--- src/rtl/bus_arbiter.sv ---
// ============================================================================
// Module   : bus_arbiter
// Brief    : Round-robin fetch/data arbiter with memory-map decode and watchdog
// Revision : 1.0
// ============================================================================
`default_nettype none

module bus_arbiter #(
    parameter logic [31:0] ROM_BASE       = 32'h0000_0000,
    parameter logic [31:0] ROM_TOP        = 32'h0000_0080,
    parameter logic [31:0] UART_BASE      = 32'h0100_0000,
    parameter logic [31:0] UART_TOP       = 32'h0100_0004,
    parameter logic [31:0] CLINT_BASE     = 32'h0200_0000,
    parameter logic [31:0] CLINT_TOP      = 32'h0200_C000,
    parameter logic [31:0] AXI_BASE       = 32'h8000_0000,
    parameter logic [31:0] AXI_TOP        = 32'h9000_0000,
    parameter int          TIMEOUT_CYCLES = 1024
) (
    input  logic        clock,
    input  logic        reset,
    input  logic        i_valid,
    input  logic [31:0] i_addr,
    output logic [31:0] i_rdata,
    output logic        i_ready,
    output logic        i_error,
    input  logic        d_valid,
    input  logic [31:0] d_addr,
    input  logic [31:0] d_wdata,
    input  logic [3:0]  d_wstrb,
    output logic [31:0] d_rdata,
    output logic        d_ready,
    output logic        d_error,
    output logic        m_valid,
    output logic        m_instr,
    output logic [31:0] m_addr,
    output logic [31:0] m_wdata,
    output logic [3:0]  m_wstrb,
    output logic [3:0]  m_sel,
    input  logic [31:0] m_rdata,
    input  logic        m_ready
);

    localparam int WD_W = (TIMEOUT_CYCLES > 1) ? $clog2(TIMEOUT_CYCLES) : 1;
    localparam logic [WD_W-1:0] WD_LAST = WD_W'(TIMEOUT_CYCLES - 1);

    localparam logic [1:0] S_IDLE = 2'd0;
    localparam logic [1:0] S_BUSY = 2'd1;
    localparam logic [1:0] S_ERR  = 2'd2;
    localparam logic [1:0] S_RESP = 2'd3;

    // Offset-from-base compare gives base <= a < top in a single unsigned test.
    function automatic logic [3:0] decode(input logic [31:0] a);
        logic [3:0] s;
        s = 4'b0000;
        if ((a - ROM_BASE) < (ROM_TOP - ROM_BASE))
            s = 4'b0001;
        else if ((a - UART_BASE) < (UART_TOP - UART_BASE))
            s = 4'b0010;
        else if ((a - CLINT_BASE) < (CLINT_TOP - CLINT_BASE))
            s = 4'b0100;
        else if ((a - AXI_BASE) < (AXI_TOP - AXI_BASE))
            s = 4'b1000;
        return s;
    endfunction

    logic [1:0]      state_q, state_d;
    logic            last_instr_q, last_instr_d;
    logic            m_instr_q, m_instr_d;
    logic [31:0]     m_addr_q, m_addr_d;
    logic [31:0]     m_wdata_q, m_wdata_d;
    logic [3:0]      m_wstrb_q, m_wstrb_d;
    logic [3:0]      m_sel_q, m_sel_d;
    logic [WD_W-1:0] wdog_q, wdog_d;
    logic            i_ready_q, i_ready_d;
    logic            i_error_q, i_error_d;
    logic [31:0]     i_rdata_q, i_rdata_d;
    logic            d_ready_q, d_ready_d;
    logic            d_error_q, d_error_d;
    logic [31:0]     d_rdata_q, d_rdata_d;

    logic            w_grant_instr;
    logic [31:0]     w_gaddr;
    logic [3:0]      w_gsel;
    logic            w_fin;
    logic            w_fin_err;
    logic [31:0]     w_fin_data;

    // With both requesting, the port that did not win last time gets the bus.
    assign w_grant_instr = i_valid && (!d_valid || !last_instr_q);
    assign w_gaddr       = w_grant_instr ? i_addr : d_addr;
    assign w_gsel        = decode(w_gaddr);

    always_comb begin
        state_d      = state_q;
        last_instr_d = last_instr_q;
        m_instr_d    = m_instr_q;
        m_addr_d     = m_addr_q;
        m_wdata_d    = m_wdata_q;
        m_wstrb_d    = m_wstrb_q;
        m_sel_d      = m_sel_q;
        wdog_d       = wdog_q;
        i_ready_d    = 1'b0;
        i_error_d    = 1'b0;
        i_rdata_d    = 32'h0;
        d_ready_d    = 1'b0;
        d_error_d    = 1'b0;
        d_rdata_d    = 32'h0;
        w_fin        = 1'b0;
        w_fin_err    = 1'b0;
        w_fin_data   = 32'h0;

        case (state_q)
            S_IDLE: begin
                if (i_valid || d_valid) begin
                    last_instr_d = w_grant_instr;
                    m_instr_d    = w_grant_instr;
                    m_addr_d     = w_gaddr;
                    m_wdata_d    = d_wdata;
                    m_wstrb_d    = w_grant_instr ? 4'b0000 : d_wstrb;
                    m_sel_d      = w_gsel;
                    wdog_d       = '0;
                    state_d      = (w_gsel != 4'b0000) ? S_BUSY : S_ERR;
                end
            end
            S_BUSY: begin
                if (m_ready) begin
                    w_fin      = 1'b1;
                    w_fin_data = m_rdata;
                end else if (wdog_q == WD_LAST) begin
                    w_fin     = 1'b1;
                    w_fin_err = 1'b1;
                end else begin
                    wdog_d = wdog_q + 1'b1;
                end
            end
            S_ERR: begin
                w_fin     = 1'b1;
                w_fin_err = 1'b1;
            end
            default: begin
                state_d = S_IDLE;
            end
        endcase

        if (w_fin) begin
            state_d = S_RESP;
            m_sel_d = 4'b0000;
            wdog_d  = '0;
            if (m_instr_q) begin
                i_ready_d = 1'b1;
                i_error_d = w_fin_err;
                i_rdata_d = w_fin_data;
            end else begin
                d_ready_d = 1'b1;
                d_error_d = w_fin_err;
                d_rdata_d = w_fin_data;
            end
        end
    end

    always_ff @(posedge clock or negedge reset) begin
        if (!reset) begin
            state_q      <= S_IDLE;
            last_instr_q <= 1'b1;
            m_instr_q    <= 1'b0;
            m_addr_q     <= 32'h0;
            m_wdata_q    <= 32'h0;
            m_wstrb_q    <= 4'b0000;
            m_sel_q      <= 4'b0000;
            wdog_q       <= '0;
            i_ready_q    <= 1'b0;
            i_error_q    <= 1'b0;
            i_rdata_q    <= 32'h0;
            d_ready_q    <= 1'b0;
            d_error_q    <= 1'b0;
            d_rdata_q    <= 32'h0;
        end else begin
            state_q      <= state_d;
            last_instr_q <= last_instr_d;
            m_instr_q    <= m_instr_d;
            m_addr_q     <= m_addr_d;
            m_wdata_q    <= m_wdata_d;
            m_wstrb_q    <= m_wstrb_d;
            m_sel_q      <= m_sel_d;
            wdog_q       <= wdog_d;
            i_ready_q    <= i_ready_d;
            i_error_q    <= i_error_d;
            i_rdata_q    <= i_rdata_d;
            d_ready_q    <= d_ready_d;
            d_error_q    <= d_error_d;
            d_rdata_q    <= d_rdata_d;
        end
    end

    assign m_valid = (state_q == S_BUSY);
    assign m_instr = m_instr_q;
    assign m_addr  = m_addr_q;
    assign m_wdata = m_wdata_q;
    assign m_wstrb = m_wstrb_q;
    assign m_sel   = m_sel_q;
    assign i_ready = i_ready_q;
    assign i_error = i_error_q;
    assign i_rdata = i_rdata_q;
    assign d_ready = d_ready_q;
    assign d_error = d_error_q;
    assign d_rdata = d_rdata_q;

endmodule

`default_nettype wire

--- config.mk ---
export PLATFORM = sky130hd
export DESIGN_NAME = bus_arbiter
export DESIGN_NICKNAME = d
export VERILOG_FILES = /design/src/rtl/bus_arbiter.sv
export SDC_FILE = /design/constraint.sdc
export NUM_CORES = 1
export LEC_CHECK = 0
export CORE_MARGIN = 2
export CORE_UTILIZATION = 40
export CTS_CLUSTER_DIAMETER = 40
export DETAILED_ROUTE_END_ITERATION = 10
export PLACE_DENSITY = 0.83
export RECOVER_POWER = 50
export SLEW_MARGIN = 20
export SYNTH_ARGS = -nofsm -noshare
export SYNTH_HDL_FRONTEND = slang
export SYNTH_SLANG_ARGS = --single-unit
--- constraint.sdc ---
create_clock -name clock -period 2.8 [get_ports clock]
set_input_delay 0.56 -clock clock [delete_from_list [all_inputs] [get_ports clock]]
set_output_delay 0.56 -clock clock [all_outputs]
set_load 0.01 [all_outputs]
==> results.md <==
- CTS clk-pin slew, worst paths: 70 ps
- Crit Path Category: reg -> out
- Syn-to-layout area delta: 57.2%
- Top fanout value on the critical path: 5
- # IOs: 279
- Count of cell types in the netlist: 50
- Yosys warnings: 0
- Commonest cells post-synth: nand2_1 (179), dfrtp_1 (153), nor2_1 (81)
- CTS resizes: 0
- Core area: 0.0153 mm²
- GRT Residual Overflow: 0
- Input/output buffers: 278
- Clock net sink count: 154
- Final instance area: 0.00984 mm²
- Met1 Wirelength: 7.03 mm
- Maximum VDD drop: 0.490 mV
- Status: complete, no violations
- R2R cell count: 5
- Post-Route WL: 17.6 mm
- TritonCTS clock tree: built
- Setup crit start kind: flip-flop
- Worst-Margin Slew: 1290 ps
- 1st-pass router iterations: 4
- DRC Markers: 0
- Postcts setup bufs: 0
- P per Cell Area: 871 mW/mm²
- RSZ-0062 raised after global routing: no
- Max layer used: met4
- Post-synth top area cell: dfrtp_1
- R2R Path End: m_addr[22]
- Placed insts: 1091
- DR iter-0 viols: 317
- Area of the mapped netlist: 0.00626 mm²
- Arrival time at the worst endpoint: 1890 ps
- Pleak: 4.55 nW
- Max cap viols: 0
- Final antenna-violating net count: 0
- RR Startpoint: state_q[1]
- Seq/Total Area, Yosys: 0.615
- Count of pins over their slew limit: 0
- Share of cells above drive strength 1: 0.0603
- Initial Util: 0.410
- Top cell type's share of synthesized area: 0.611
- Achievable frequency: 408 MHz
- Average size of a mapped cell: 10.1 µm²
- Die W: 129 µm
- Die Area: 0.0167 mm²
- Clk_lat worst skew: 420 ps
- Setup slack, reg-to-reg: 420 ps
- CP Capture Type: output port
- Vias in the first global route: 5524
- Top-count cell post-synth: nand2_1
- Top_reg_cell synth: dfrtp_1
- Chip Height: 129 µm
- Placed inst area: 0.00934 mm²
- Largest net degree at the start of global routing: 105
- Vias per cell: 4.91
- Asr flop ratio synth: 1.00
- CTS Buf Count: 17
- DP HPWL: 12.9 mm
- Drt wl/cell: 15.7 µm
- Min Clock Period, post-route: 2450 ps
- Worst Skew: 11.3 ps
- Worst slew margin relative to its limit: 0.138
- Mapped Cells: 620
- Fin. Hold Viols: 0
- Setup slack after layout: 350 ps
- Final Cycle Share: 0.875
- H-tree levels: 4
- # setup viols final: 0
- Root buf cell: clkbuf_16
- Tot GR Track Use: 0.215
- Setup slack at placement: 200 ps
- Synth Net Count: 763
- Worst hold path type: in -> async
- WL met3: 1.28 mm
- Hold_buf cts: 0
- Clock buffer depth: 2
- Post-synth EDFFs: 0
- Initial antenna violation count: 1
- Global-route wire length before repair: 27.8 mm
- Yosys reg bits: 154
- Met2 routed WL: 8.84 mm
- Setup Total Neg Slack: 0 ps
- Layout Cells excl Fill: 1124
- Final nets: 1042
- Total number of vias: 5516
- Critical path data required time: 2240 ps
- Num rows: 45
- Synth top area cells: dfrtp_1 (61%), nand2_1 (11%), mux2i_1 (5.1%), nor2_1 (4.9%), o21ai_0 (2.9%)
- Gpl congestion: 0.829
-- critical path, cell delays in order (launching register included) --
cell and delay (ps):
dfrtp_1 440, inv_1 130, ha_1 290, clkdlybuf4s50_1 610
-- cells by family (layout without fill, tap and decap cells) --
group,count (synthesis),count (layout),share of synthesized area
multiplexers,32,32,0.0511
flip-flops,154,154,0.615
XOR/XNOR,3,3,0.00420
adder cells (fa/ha/maj),6,6,0.0120
buffers and inverters,40,332,0.0288
AND/OR/NAND/NOR,306,306,0.204
other,0,1,0
AO/OA/AOI/OAI,79,79,0.0843
-- power breakdown --
group | switching [mW] | leakage, nW | total, mW | internal (mW)
sequential | 0.321 | 2.03 | 3.12 | 2.80
combinational | 1.71 | 2.25 | 3.32 | 1.61
clock | 0.947 | 0.266 | 2.12 | 1.18
total | 2.98 | 4.55 | 8.57 | 5.59
-- cell type report --
type,count,area (µm²)
Fill cell,1222,5410
Sequential cell,154,3850
Timing Repair Buffer,293,2910
Multi-Input combinational cell,426,2240
Clock buffer,18,439
Tap cell,211,264
Clock inverter,14,114
Inverter,7,26.3
Antenna cell,1,2.50
-- how the worst max path moves through the flow --
| stage | start | endpoint | slack [ps] | depth (start not counted) |
|---|---|---|---|---|
| floorplan | state_q[1] | wdog_q[4] | 750 | 8 |
| global placement | d_addr[22] | state_q[1] | 250 | 6 |
| detailed placement | i_valid | state_q[0] | 200 | 7 |
| CTS | state_q[1] | m_valid | 330 | 3 |
| global route | reset | wdog_q[9] | 150 | 2 |
| finish | state_q[1] | m_valid | 350 | 3 |
-- sequential cells by signal, indices dropped and copies added (netlist names) --
signal	count
m_wstrb	4
d_rdata	32
state_q	2
d_ready	1
i_ready	1
d_error	1
m_addr	32
i_rdata	32
m_instr	1
m_wdata	32
last_instr_q	1
wdog_q	10
i_error	1
m_sel	4
-- layer usage --
metal / GRT usage / vias up
li1: - / 2625
met1: 0.254 / 2625
met2: 0.368 / 236
met3: 0.0595 / 30
met4: 0.0959 / 0
met5: 0 / -
-- cell usage in the layout, fill, tap and decap left out, drive strengths merged, types with 11 or more instances in the layout --
cell type      instances
dfrtp                153
inv                   13
buf                   11
nor2                  81
mux2i                 32
o21ai                 39
clkdlybuf4s50        215
clkbuf                23
nand2                179
dlygate4sd3           62
-- per-stage QoR --
step	hold WS, ps	power, mW	util
floorplan	264	4.70	-
global placement	457	6.47	0.612
detailed placement	462	6.56	0.612
CTS	69.5	8.72	0.648
global route	475	9.10	0.645
finish	374	8.57	0.645
Note: power is estimated with default switching activity, not from simulation.
